==> config.mk <==
export PLATFORM = sky130hd
export DESIGN_NAME = power_sequencer_flat
export DESIGN_NICKNAME = d
export VERILOG_FILES = /design/src/rtl/power_sequencer_if.sv /design/src/rtl/power_sequencer.sv /design/src/flat_wrapper.sv
export SDC_FILE = /design/constraint.sdc
export NUM_CORES = 1
export LEC_CHECK = 0
export BUFFER_PORTS_ARGS = -buffer_cell sky130_fd_sc_hd__buf_2
export CELL_PAD_IN_SITES_DETAIL_PLACEMENT = 1
export CELL_PAD_IN_SITES_GLOBAL_PLACEMENT = 1
export CORE_ASPECT_RATIO = 0.75
export CORE_MARGIN = 2
export CORE_UTILIZATION = 40
export CTS_CLUSTER_DIAMETER = 100
export CTS_CLUSTER_SIZE = 30
export DETAILED_ROUTE_END_ITERATION = 12
export GPL_TIMING_DRIVEN = 0
export PLACE_DENSITY = 0.72
export SETUP_SLACK_MARGIN = 0.3
export SLEW_MARGIN = 20
export SYNTH_ARGS = -nofsm -noshare
export SYNTH_HDL_FRONTEND = slang
export SYNTH_SLANG_ARGS = --single-unit
==> constraint.sdc <==
create_clock -name clk -period 2.3 [get_ports clk]
set_input_delay 0.23 -clock clk [delete_from_list [all_inputs] [get_ports clk]]
set_output_delay 0.23 -clock clk [all_outputs]
set_load 0.02 [all_outputs]
==> src/rtl/power_sequencer_if.sv <==
// power_sequencer_if
//   Bundles the sequencer's handshake and status signals.
//   master : side that supplies ready acknowledges and restart requests
//            and observes resets/status (system controller or bench).
//   slave  : the power_sequencer itself.
// Signals:
//   stage_ready  [NUM_STAGES-1:0]  per-stage ready acknowledge (level)
//   soft_restart                   single-cycle request to re-run the sequence
//   stage_reset  [NUM_STAGES-1:0]  per-stage reset, active high
//   mute                           DAC mute, active high
//   sys_ready                      all stages up and unmuted
//   fault                          latched sequencing/run fault
//   fault_stage  [2:0]             index of the faulting stage
interface power_sequencer_if #(
    parameter int NUM_STAGES = 4
);
    logic [NUM_STAGES-1:0] stage_ready;
    logic                  soft_restart;
    logic [NUM_STAGES-1:0] stage_reset;
    logic                  mute;
    logic                  sys_ready;
    logic                  fault;
    logic [2:0]            fault_stage;

    modport master (
        output stage_ready,
        output soft_restart,
        input  stage_reset,
        input  mute,
        input  sys_ready,
        input  fault,
        input  fault_stage
    );

    modport slave (
        input  stage_ready,
        input  soft_restart,
        output stage_reset,
        output mute,
        output sys_ready,
        output fault,
        output fault_stage
    );
endinterface

==> src/rtl/power_sequencer.sv <==
// power_sequencer
//   Releases subsystem resets one at a time (oscillators, filter, envelopes,
//   DAC), waiting for each stage's ready acknowledge before moving on, then
//   unmutes the audio path. Timeouts and loss of ready in run latch a fault
//   that holds until soft_restart.
// Ports:
//   clk      : system clock
//   reset_n  : asynchronous active-low reset
//   sb       : power_sequencer_if.slave (stage_ready, soft_restart in;
//              stage_reset, mute, sys_ready, fault, fault_stage out)
// Optional feature:
//   SEQ_AUTO_RETRY_EN : when defined, a WAIT timeout re-runs the whole
//   sequence up to three times before the fault is latched.
// All outputs come straight from flops.
module power_sequencer #(
    parameter int NUM_STAGES  = 4,
    parameter int STAGE_DELAY = 16,
    parameter int TIMEOUT     = 1024,
    parameter int CW          = 12
) (
    input  logic             clk,
    input  logic             reset_n,
    power_sequencer_if.slave sb
);

    typedef enum logic [2:0] {
        ST_SETTLE = 3'd0,
        ST_WAIT   = 3'd1,
        ST_UNMUTE = 3'd2,
        ST_RUN    = 3'd3,
        ST_FAULT  = 3'd4
    } state_t;

    localparam logic [CW-1:0]         DLY_LAST = CW'(STAGE_DELAY - 1);
    localparam logic [CW-1:0]         TO_LAST  = CW'(TIMEOUT - 1);
    localparam logic [CW-1:0]         CNT_INC  = {{(CW-1){1'b0}}, 1'b1};
    localparam logic [2:0]            LAST_IDX = 3'(NUM_STAGES - 1);
    localparam logic [NUM_STAGES-1:0] ALL_ONES = {NUM_STAGES{1'b1}};
    localparam logic [NUM_STAGES-1:0] ONE_HOT0 = {{(NUM_STAGES-1){1'b0}}, 1'b1};

    // Lowest index whose ready bit is low; 0 when none is low.
    function automatic logic [2:0] lowest_zero(input logic [NUM_STAGES-1:0] v);
        logic [2:0] r;
        r = 3'd0;
        for (int i = NUM_STAGES - 1; i >= 0; i--) begin
            r = v[i] ? r : 3'(i);
        end
        return r;
    endfunction

    state_t                state_r;
    state_t                state_nx_s;
    logic [2:0]            idx_r;
    logic [2:0]            idx_nx_s;
    logic [CW-1:0]         cnt_r;
    logic [CW-1:0]         cnt_nx_s;

    logic [NUM_STAGES-1:0] stage_reset_r;
    logic [NUM_STAGES-1:0] stage_reset_nx_s;
    logic                  mute_r;
    logic                  mute_nx_s;
    logic                  sys_ready_r;
    logic                  sys_ready_nx_s;
    logic                  fault_r;
    logic                  fault_nx_s;
    logic [2:0]            fault_stage_r;
    logic [2:0]            fault_stage_nx_s;

    logic [NUM_STAGES-1:0] sel_mask_s;
    logic                  ready_sel_s;
    logic                  all_up_s;
    logic                  dly_done_s;
    logic                  to_done_s;
    logic                  restart_s;
    logic                  retry_ok_s;

`ifdef SEQ_AUTO_RETRY_EN
    logic [1:0]            retry_r;
    logic [1:0]            retry_nx_s;
    assign retry_ok_s = (retry_r != 2'd3);
`else
    assign retry_ok_s = 1'b0;
`endif

    // Stage selection is done with a one-hot mask so no index can run past
    // NUM_STAGES when it is not a power of two.
    assign sel_mask_s  = ONE_HOT0 << idx_r;
    assign ready_sel_s = |(sb.stage_ready & sel_mask_s);
    assign all_up_s    = &sb.stage_ready;
    assign dly_done_s  = (cnt_r == DLY_LAST);
    assign to_done_s   = (cnt_r == TO_LAST);
    assign restart_s   = sb.soft_restart;

    // State register: FSM state, stage index, cycle counter (and retry count).
    always_ff @(posedge clk or negedge reset_n) begin
        if (!reset_n) begin
            state_r <= ST_SETTLE;
            idx_r   <= 3'd0;
            cnt_r   <= '0;
`ifdef SEQ_AUTO_RETRY_EN
            retry_r <= 2'd0;
`endif
        end else begin
            state_r <= state_nx_s;
            idx_r   <= idx_nx_s;
            cnt_r   <= cnt_nx_s;
`ifdef SEQ_AUTO_RETRY_EN
            retry_r <= retry_nx_s;
`endif
        end
    end

    // Next-state logic: counter is zeroed on every state change, so it
    // never runs past its terminal compare.
    always_comb begin
        state_nx_s = state_r;
        idx_nx_s   = idx_r;
        cnt_nx_s   = cnt_r;
`ifdef SEQ_AUTO_RETRY_EN
        retry_nx_s = retry_r;
`endif
        case (state_r)
            ST_SETTLE: begin
                if (dly_done_s) begin
                    state_nx_s = ST_WAIT;
                    cnt_nx_s   = '0;
                end else begin
                    cnt_nx_s   = cnt_r + CNT_INC;
                end
            end
            ST_WAIT: begin
                // Ready sampled on the timeout edge still counts as ready.
                if (ready_sel_s) begin
                    cnt_nx_s = '0;
                    if (idx_r == LAST_IDX) begin
                        state_nx_s = ST_UNMUTE;
                    end else begin
                        state_nx_s = ST_SETTLE;
                        idx_nx_s   = idx_r + 3'd1;
                    end
                end else if (to_done_s) begin
                    cnt_nx_s = '0;
                    idx_nx_s = 3'd0;
                    if (retry_ok_s) begin
                        state_nx_s = ST_SETTLE;
`ifdef SEQ_AUTO_RETRY_EN
                        retry_nx_s = retry_r + 2'd1;
`endif
                    end else begin
                        state_nx_s = ST_FAULT;
                    end
                end else begin
                    cnt_nx_s = cnt_r + CNT_INC;
                end
            end
            ST_UNMUTE: begin
                if (dly_done_s) begin
                    state_nx_s = ST_RUN;
                    cnt_nx_s   = '0;
                end else begin
                    cnt_nx_s   = cnt_r + CNT_INC;
                end
            end
            ST_RUN: begin
                // Restart wins over a simultaneous ready drop.
                if (restart_s) begin
                    state_nx_s = ST_SETTLE;
                    idx_nx_s   = 3'd0;
                    cnt_nx_s   = '0;
`ifdef SEQ_AUTO_RETRY_EN
                    retry_nx_s = 2'd0;
`endif
                end else if (!all_up_s) begin
                    state_nx_s = ST_FAULT;
                    idx_nx_s   = 3'd0;
                end else begin
                    state_nx_s = ST_RUN;
                end
            end
            ST_FAULT: begin
                if (restart_s) begin
                    state_nx_s = ST_SETTLE;
                    idx_nx_s   = 3'd0;
                    cnt_nx_s   = '0;
`ifdef SEQ_AUTO_RETRY_EN
                    retry_nx_s = 2'd0;
`endif
                end else begin
                    state_nx_s = ST_FAULT;
                end
            end
            default: begin
                state_nx_s = ST_SETTLE;
                idx_nx_s   = 3'd0;
                cnt_nx_s   = '0;
            end
        endcase
    end

    // Output logic: next values of the registered outputs, changing only on
    // the edge that makes the matching state transition.
    always_comb begin
        stage_reset_nx_s = stage_reset_r;
        mute_nx_s        = mute_r;
        sys_ready_nx_s   = sys_ready_r;
        fault_nx_s       = fault_r;
        fault_stage_nx_s = fault_stage_r;
        case (state_r)
            ST_SETTLE: begin
                if (dly_done_s) begin
                    stage_reset_nx_s = stage_reset_r & ~sel_mask_s;
                end else begin
                    stage_reset_nx_s = stage_reset_r;
                end
            end
            ST_WAIT: begin
                if (!ready_sel_s && to_done_s) begin
                    stage_reset_nx_s = ALL_ONES;
                    mute_nx_s        = 1'b1;
                    sys_ready_nx_s   = 1'b0;
                    if (retry_ok_s) begin
                        fault_nx_s = fault_r;
                    end else begin
                        fault_nx_s       = 1'b1;
                        fault_stage_nx_s = idx_r;
                    end
                end else begin
                    stage_reset_nx_s = stage_reset_r;
                end
            end
            ST_UNMUTE: begin
                if (dly_done_s) begin
                    mute_nx_s      = 1'b0;
                    sys_ready_nx_s = 1'b1;
                end else begin
                    mute_nx_s      = mute_r;
                end
            end
            ST_RUN: begin
                if (restart_s) begin
                    stage_reset_nx_s = ALL_ONES;
                    mute_nx_s        = 1'b1;
                    sys_ready_nx_s   = 1'b0;
                    fault_nx_s       = 1'b0;
                    fault_stage_nx_s = 3'd0;
                end else if (!all_up_s) begin
                    stage_reset_nx_s = ALL_ONES;
                    mute_nx_s        = 1'b1;
                    sys_ready_nx_s   = 1'b0;
                    fault_nx_s       = 1'b1;
                    fault_stage_nx_s = lowest_zero(sb.stage_ready);
                end else begin
                    sys_ready_nx_s   = sys_ready_r;
                end
            end
            ST_FAULT: begin
                if (restart_s) begin
                    stage_reset_nx_s = ALL_ONES;
                    mute_nx_s        = 1'b1;
                    sys_ready_nx_s   = 1'b0;
                    fault_nx_s       = 1'b0;
                    fault_stage_nx_s = 3'd0;
                end else begin
                    fault_nx_s       = fault_r;
                end
            end
            default: begin
                stage_reset_nx_s = ALL_ONES;
                mute_nx_s        = 1'b1;
                sys_ready_nx_s   = 1'b0;
                fault_nx_s       = 1'b0;
                fault_stage_nx_s = 3'd0;
            end
        endcase
    end

    // Output register: every output is a flop, forced to its safe value by reset_n.
    always_ff @(posedge clk or negedge reset_n) begin
        if (!reset_n) begin
            stage_reset_r <= ALL_ONES;
            mute_r        <= 1'b1;
            sys_ready_r   <= 1'b0;
            fault_r       <= 1'b0;
            fault_stage_r <= 3'd0;
        end else begin
            stage_reset_r <= stage_reset_nx_s;
            mute_r        <= mute_nx_s;
            sys_ready_r   <= sys_ready_nx_s;
            fault_r       <= fault_nx_s;
            fault_stage_r <= fault_stage_nx_s;
        end
    end

    assign sb.stage_reset = stage_reset_r;
    assign sb.mute        = mute_r;
    assign sb.sys_ready   = sys_ready_r;
    assign sb.fault       = fault_r;
    assign sb.fault_stage = fault_stage_r;

endmodule
==> src/flat_wrapper.sv <==
// flat-port wrapper written by rule: the top's interface ports become plain ports
module power_sequencer_flat 
#(
    parameter int NUM_STAGES  = 4,
    parameter int STAGE_DELAY = 16,
    parameter int TIMEOUT     = 1024,
    parameter int CW          = 12
)
  (clk, reset_n, sb_stage_ready, sb_soft_restart, sb_stage_reset, sb_mute, sb_sys_ready, sb_fault, sb_fault_stage);
  power_sequencer_if #(.NUM_STAGES(NUM_STAGES)) sb_i ();
  input  logic clk;
  input  logic reset_n;
  input wire logic [$bits(sb_i.stage_ready)-1:0] sb_stage_ready;
  input wire logic [$bits(sb_i.soft_restart)-1:0] sb_soft_restart;
  output wire logic [$bits(sb_i.stage_reset)-1:0] sb_stage_reset;
  output wire logic [$bits(sb_i.mute)-1:0] sb_mute;
  output wire logic [$bits(sb_i.sys_ready)-1:0] sb_sys_ready;
  output wire logic [$bits(sb_i.fault)-1:0] sb_fault;
  output wire logic [$bits(sb_i.fault_stage)-1:0] sb_fault_stage;
  assign sb_i.stage_ready = sb_stage_ready;
  assign sb_i.soft_restart = sb_soft_restart;
  assign sb_stage_reset = sb_i.stage_reset;
  assign sb_mute = sb_i.mute;
  assign sb_sys_ready = sb_i.sys_ready;
  assign sb_fault = sb_i.fault;
  assign sb_fault_stage = sb_i.fault_stage;
  power_sequencer #(.NUM_STAGES(NUM_STAGES), .STAGE_DELAY(STAGE_DELAY), .TIMEOUT(TIMEOUT), .CW(CW)) u_core (.clk(clk), .reset_n(reset_n), .sb(sb_i));
endmodule
==> results of run 1 <==
==> sequential cells by signal, indices dropped and copies added (netlist names) <==
name                   flops
u_core.cnt_r              12
u_core.idx_r               3
u_core.sb.fault_stage      3
u_core.sb.stage_reset      4
u_core.sb.fault            1
u_core.sb.mute             1
u_core.state_r             3
u_core.sb.sys_ready        1
==> cells in the mapped netlist (5+ instances only) <==
| master | count |
|---|---|
| inv_1 | 9 |
| a21o_1 | 5 |
| nand3_1 | 7 |
| nor2_1 | 18 |
| dfstp_2 | 5 |
| nor3_1 | 6 |
| ha_1 | 6 |
| dfrtp_1 | 23 |
| nand2_1 | 15 |
| a21oi_1 | 9 |
==> where the power goes <==
group          total [W]  internal, W  leakage (nW)  switching (W)
sequential      0.000701     0.000599         0.355       0.000102
combinational   0.000882     0.000405         0.601       0.000477
clock           0.000312     0.000154        0.0288       0.000158
total            0.00189      0.00116         0.984       0.000737
==> area by class of cell <==
class | count | area share, %
Tap cell | 57 | 3.10
Timing Repair Buffer | 32 | 9.04
Sequential cell | 28 | 30.9
Inverter | 9 | 1.47
Buffer | 8 | 3.59
Clock buffer | 4 | 2.40
Multi-Input combinational cell | 142 | 49.5
==> through the flow <==
| stage | std cells | hold slack, ns |
|---|---|---|
| after floorplan | 187 | -0.0656 |
| after global placement | 260 | 0.286 |
| after detailed placement | 260 | 0.296 |
| after CTS | 273 | 0.472 |
| after global routing | 280 | 0.492 |
| final | 280 | 0.476 |
==> per-layer routing <==
metal / routed length (microns) / up-vias / global-route usage (%)
met5: 0 / - / 0
met4: 33 / 0 / 3.28
met3: 125 / 4 / 4.33
met2: 2260 / 17 / 30.0
met1: 2480 / 793 / 29.0
li1: - / 760 / -
==> cells by family after synthesis <==
logic type | count (synthesis)
multiplexers | 4
XOR/XNOR | 4
flip-flops | 28
AND/OR/NAND/NOR | 78
buffers and inverters | 17
AO/OA/AOI/OAI | 50
adder cells (fa/ha/maj) | 6
==> worst paths after layout <==
kind | start | endpoint | slack [ns] | cells past startpoint
min in group asynchronous | reset_n | u_core.idx_r[1]$_DFFE_PN0P_ | 0.50 | 2
max in group asynchronous | reset_n | u_core.idx_r[2]$_DFFE_PN0P_ | 1.37 | 2
hold / removal | sb_stage_ready[0] | u_core.state_r[1]$_DFFE_PN0P_ | 0.48 | 4
hold reg to reg | u_core.cnt_r[0]$_DFFE_PN0P_ | u_core.cnt_r[0]$_DFFE_PN0P_ | 0.52 | 1
setup reg to reg | u_core.idx_r[1]$_DFFE_PN0P_ | u_core.sb.fault_stage[2]$_DFFE_PN0P_ | 0.30 | 8
setup / recovery | u_core.idx_r[1]$_DFFE_PN0P_ | u_core.sb.fault_stage[2]$_DFFE_PN0P_ | 0.30 | 8
==> critical path, stage by stage, from the launching register on <==
cell	delay [ns]
dfrtp_2	0.45
buf_6	0.13
ha_4	0.15
a22oi_2	0.30
o211ai_4	0.11
o21ai_2	0.17
nor2b_4	0.18
buf_6	0.12
mux2_4	0.29
==> what timing repair did <==
item / in CTS / in global routing
pin swaps: 3 / 9
hold endpoints to repair: 23 / 0
buffers inserted: 8 / 6
hold buffers: 1 / 0
resized for setup: 9 / 13
gates cloned: 0 / 1
endpoints found under the setup margin: 5 / 15
==> impl_metrics.toml, run 1 <==
[floorplan]
io_pins = 17
num_rows = 21
coreArea_sq_mm = 0.00449
die_h_microns = 63.4
start_util_pct = 41.9
die_w_microns = 83.2
dieArea_sq_mm = 0.00527

[timing]
period_share_pct = 87.0
hold_violations = 0
finalSetupViolations = 0
skew_ns = 0.00456
relSlewSlack_pct = 58.5
slew_violations = 0
max_freq_ghz = 0.500
finalSetupTns_ns = 0
worst_pin_slew_ns = 0.622
period_needed_ns = 2.00
fin_ws_ns = 0.299
rsz0062_at_grt = "yes"

[routing]
drcViolationCount = 0
ant_nets = 0
vias = 1574
first_pass_iters = 4
wl_per_cell_microns = 17.5
routed_via_density = 5.62
drtIter0Drc = 99
wl_microns = 4900

[power]
powerDensity_mw_per_mm2 = 825
power.total_w = 0.00189
peakVddDrop_mv = 0.393
leakage_nw = 0.984

[worst_setup_path]
crit_path_end_kind = "register"
crit_path_max_fanout = 5
worstSetupPathType = "register to register"
crit_required_ns = 2.47
worstPathArrival_ns = 2.18
start_kind = "register"

[logic_synthesis]
synthAdderAreaFrac_pct = 3.99
synth_area_sq_mm = 0.00188
yosys.area.top_type = "dfrtp_1"
synth-simple-area-share_pct = 27.0
synth_fp_nets = 200
ys_types = 62
yosysSeqAreaShare_pct = 37.6
synth_compound_area_share_pct = 20.8
synth_top_area_share_pct = 30.6
async_flop_share_pct = 100
synth_cells = 187
synth_mux_area_share_pct = 2.93
synth_top_family_by_area = "simple AND/OR/NAND/NOR gates"
synth_seq_cells = 28
synth_area_leaders = "dfrtp_1 (31%), dfstp_2 (7.0%), ha_1 (4.0%)"
synth_warnings = 0
synthXorXnorAreaFrac_pct = 1.86
synth_edf_count = 0
synth.avg_cell_area_sq_um = 10.1
yosys_most_used_dff = "dfrtp_1"

[cells_and_area]
fin_util_pct = 51.1
area_delta_synth_final_pct = 22.1
final_area_sq_mm = 0.00230
layout_common_cells = "dfrtp_1 (20), buf_2 (19), nor2_1 (18)"
final_nets = 237
fillers = 511
antenna_cells = 0
drive_gt1_share_pct = 38.6
register_area_sq_um = 711
final_common_cell = "dfrtp_1"
multi_input_area_sq_mm = 0.00114

[clocking]
cts.sinks = 28
cts_tree = "built"
clk_latency_ns = 0.28
clkTransAtPathRegs_ns = 0.10
htreeDepth = 1
cts_root_buf = "clkbuf_8"
tritoncts.num_buffers = 3
clock_path_buffers = 2

[placed_design]
io_buffers = 16
postPlaceCellArea_sq_mm = 0.00204
gp_congestion = 0.826
dp_hpwl_microns = 3530
dp_slack_ns = 0.105

[global_route]
grt_pass1_vias = 1643
grt_max_degree = 29
track_usage_pct = 19.7
overflow = 0
antenna_found_initial = 0
grt_pass1_wl_microns = 8310

[outcome]
status = "finished clean"

[hold_path]
min_path_type = "input pin to register"

[job]
max_cap_viol_count = 0
Note: power is estimated with default switching activity, not from simulation.
==> inputs of run 2 (changes only) <==
==> constraint.sdc (replaced) <==
create_clock -name clk -period 2.4 [get_ports clk]
set_input_delay 0.24 -clock clk [delete_from_list [all_inputs] [get_ports clk]]
set_output_delay 0.24 -clock clk [all_outputs]
set_load 0.02 [all_outputs]
==> run 2 against run 1 <==
Non-clock buffer count down 3. Global-route usage increased by 0.72 points. Die area did not move. Combinational power down 7.8%. Via count increased by 1.5%. Largest power group unchanged. First-iteration DRC count is 11% higher. Sequential share of layout area up 0.99 points. Total power is 5.9% lower. Fmax shrank 2.4%. Critical path depth is the same. Critical endpoint is now u_core.sb.fault_stage[1]$_DFFE_PN0P_.
==> impl_metrics.toml, run 2 (same netlist as run 1, synthesis figures left out) <==
[outcome]
status = "finished clean"

[timing]
skew_ns = 0.0100
slew_violations = 0
worst_pin_slew_ns = 0.637
hold_violations = 0
max_freq_ghz = 0.488
relSlewSlack_pct = 57.5
period_needed_ns = 2.05
finalSetupTns_ns = 0
finalSetupViolations = 0
period_share_pct = 85.4
rsz0062_at_grt = "no"
fin_ws_ns = 0.350

[worst_setup_path]
worstPathArrival_ns = 2.22
crit_path_max_fanout = 5
crit_path_end_kind = "register"
timing.rr.end = "u_core.sb.fault_stage[1]$_DFFE_PN0P_"
ff2ff_setup_slack_ns = 0.35
r2r_start = "u_core.idx_r[1]$_DFFE_PN0P_"
worstSetupPathType = "register to register"
start_kind = "register"
crit_required_ns = 2.57
rr_worst_depth = 8

[cells_and_area]
instances_no_fill = 277
antenna_cells = 0
largest_reg_flops = 12
final_common_cell = "dfrtp_1"
drive_gt1_share_pct = 34.5
area_delta_synth_final_pct = 18.3
fin_util_pct = 49.5
final_nets = 234
register_area_sq_um = 711
largest_register = "u_core.cnt_r"
multi_input_area_sq_mm = 0.00109
fillers = 526
layout_common_cells = "dfrtp_1 (20), buf_2 (18), nor2_1 (18)"

[routing]
wl_per_cell_microns = 18.2
ant_nets = 0
drtIter0Drc = 110
first_pass_iters = 4
vias = 1598
wl_microns = 5040
drcViolationCount = 0
routed_via_density = 5.77

[floorplan]
io_pins = 17
die_w_microns = 83.2
num_rows = 21
die_h_microns = 63.4
coreArea_sq_mm = 0.00449
start_util_pct = 41.9
dieArea_sq_mm = 0.00527

[power]
leakage_nw = 0.969
powerDensity_mw_per_mm2 = 801
peakVddDrop_mv = 0.362

[placed_design]
dp.cells = 260
io_buffers = 16
gp_congestion = 0.791
dp_slack_ns = 0.108
dp_hpwl_microns = 3700

[hold_path]
hold_start = "sb_stage_ready[0]"
hold_path_depth = 4
holdPathEnd = "u_core.state_r[2]$_DFFE_PN0P_"
min_path_type = "input pin to register"

[clocking]
htreeDepth = 1
tritoncts.num_buffers = 3
cts_tree = "built"
clock_path_buffers = 2
cts.sinks = 28
clk_latency_ns = 0.29
clkTransAtPathRegs_ns = 0.10
cts_root_buf = "clkbuf_8"

[global_route]
grt_max_degree = 29
grt_pass1_wl_microns = 8540
grt_pass1_vias = 1673
track_usage_pct = 20.4
antenna_found_initial = 0
overflow = 0

[job]
max_cap_viol_count = 0
run 2: routing by layer:
metal | vias to the layer above | wire [microns] | global-route usage (%)
met2 | 31 | 2350 | 32.4
met1 | 811 | 2440 | 29.3
met5 | - | 0 | 0
met4 | 0 | 65 | 4.30
li1 | 748 | - | -
met3 | 8 | 184 | 3.54
run 2: layout make-up:
cell class | instances | area share [%]
multi-input cells | 142 | 49.1
flip-flops and latches | 28 | 31.9
repair buffers | 29 | 8.09
plain buffers | 8 | 3.71
well taps | 57 | 3.20
clock buffers | 4 | 2.47
inverters | 9 | 1.52
run 2: how the worst max path moves through the flow:
stage	to	slack, ns	start
floorplan	u_core.sb.fault_stage[0]$_DFFE_PN0P_	0.37	u_core.idx_r[0]$_DFFE_PN0P_
finish	u_core.sb.fault_stage[1]$_DFFE_PN0P_	0.35	u_core.idx_r[1]$_DFFE_PN0P_
detailed placement	u_core.sb.fault_stage[2]$_DFFE_PN0P_	0.11	u_core.idx_r[2]$_DFFE_PN0P_
CTS	u_core.sb.fault_stage[1]$_DFFE_PN0P_	0.32	u_core.idx_r[0]$_DFFE_PN0P_
global route	u_core.sb.fault_stage[1]$_DFFE_PN0P_	0.27	u_core.idx_r[1]$_DFFE_PN0P_
global placement	u_core.sb.fault_stage[2]$_DFFE_PN0P_	0.16	u_core.idx_r[2]$_DFFE_PN0P_
run 2: stage by stage:
| stage | hold slack, ns | instance area, sq um | total power (W) |
|---|---|---|---|
| 6_report | 0.455 | 2230 | 0.00178 |
| 5_1_grt | 0.491 | 2230 | 0.00191 |
| 4_1_cts | 0.456 | 2130 | 0.00172 |
| 3_5_place_dp | 0.310 | 2030 | 0.00139 |
| 3_3_place_gp | 0.291 | 2030 | 0.00135 |
| 2_1_floorplan | -0.0556 | 1880 | 0.00119 |
run 2: where the power goes:
group | switching [W] | internal [W] | total [W] | leakage [nW]
clock network | 0.000157 | 0.000147 | 0.000304 | 0.0288
registers | 0.0000899 | 0.000574 | 0.000664 | 0.355
logic | 0.000452 | 0.000361 | 0.000813 | 0.585
total | 0.000699 | 0.00108 | 0.00178 | 0.969
run 2: critical path, stage by stage, from the launching register on:
cell and delay (ns):
dfrtp_2 0.41, buf_4 0.15, ha_2 0.19, a22oi_2 0.30
o211ai_4 0.13, o21ai_2 0.17, nor2b_4 0.16, buf_6 0.13
mux2_4 0.30
run 2: what timing repair did:
| item | CTS | global route |
|---|---|---|
| buffers inserted | 3 | 9 |
| hold buffers | 1 | 0 |
| hold endpoints to repair | 23 | 0 |
| pin swaps | 1 | 3 |
| endpoints found under the setup margin | 4 | 12 |
| resized for setup | 4 | 8 |
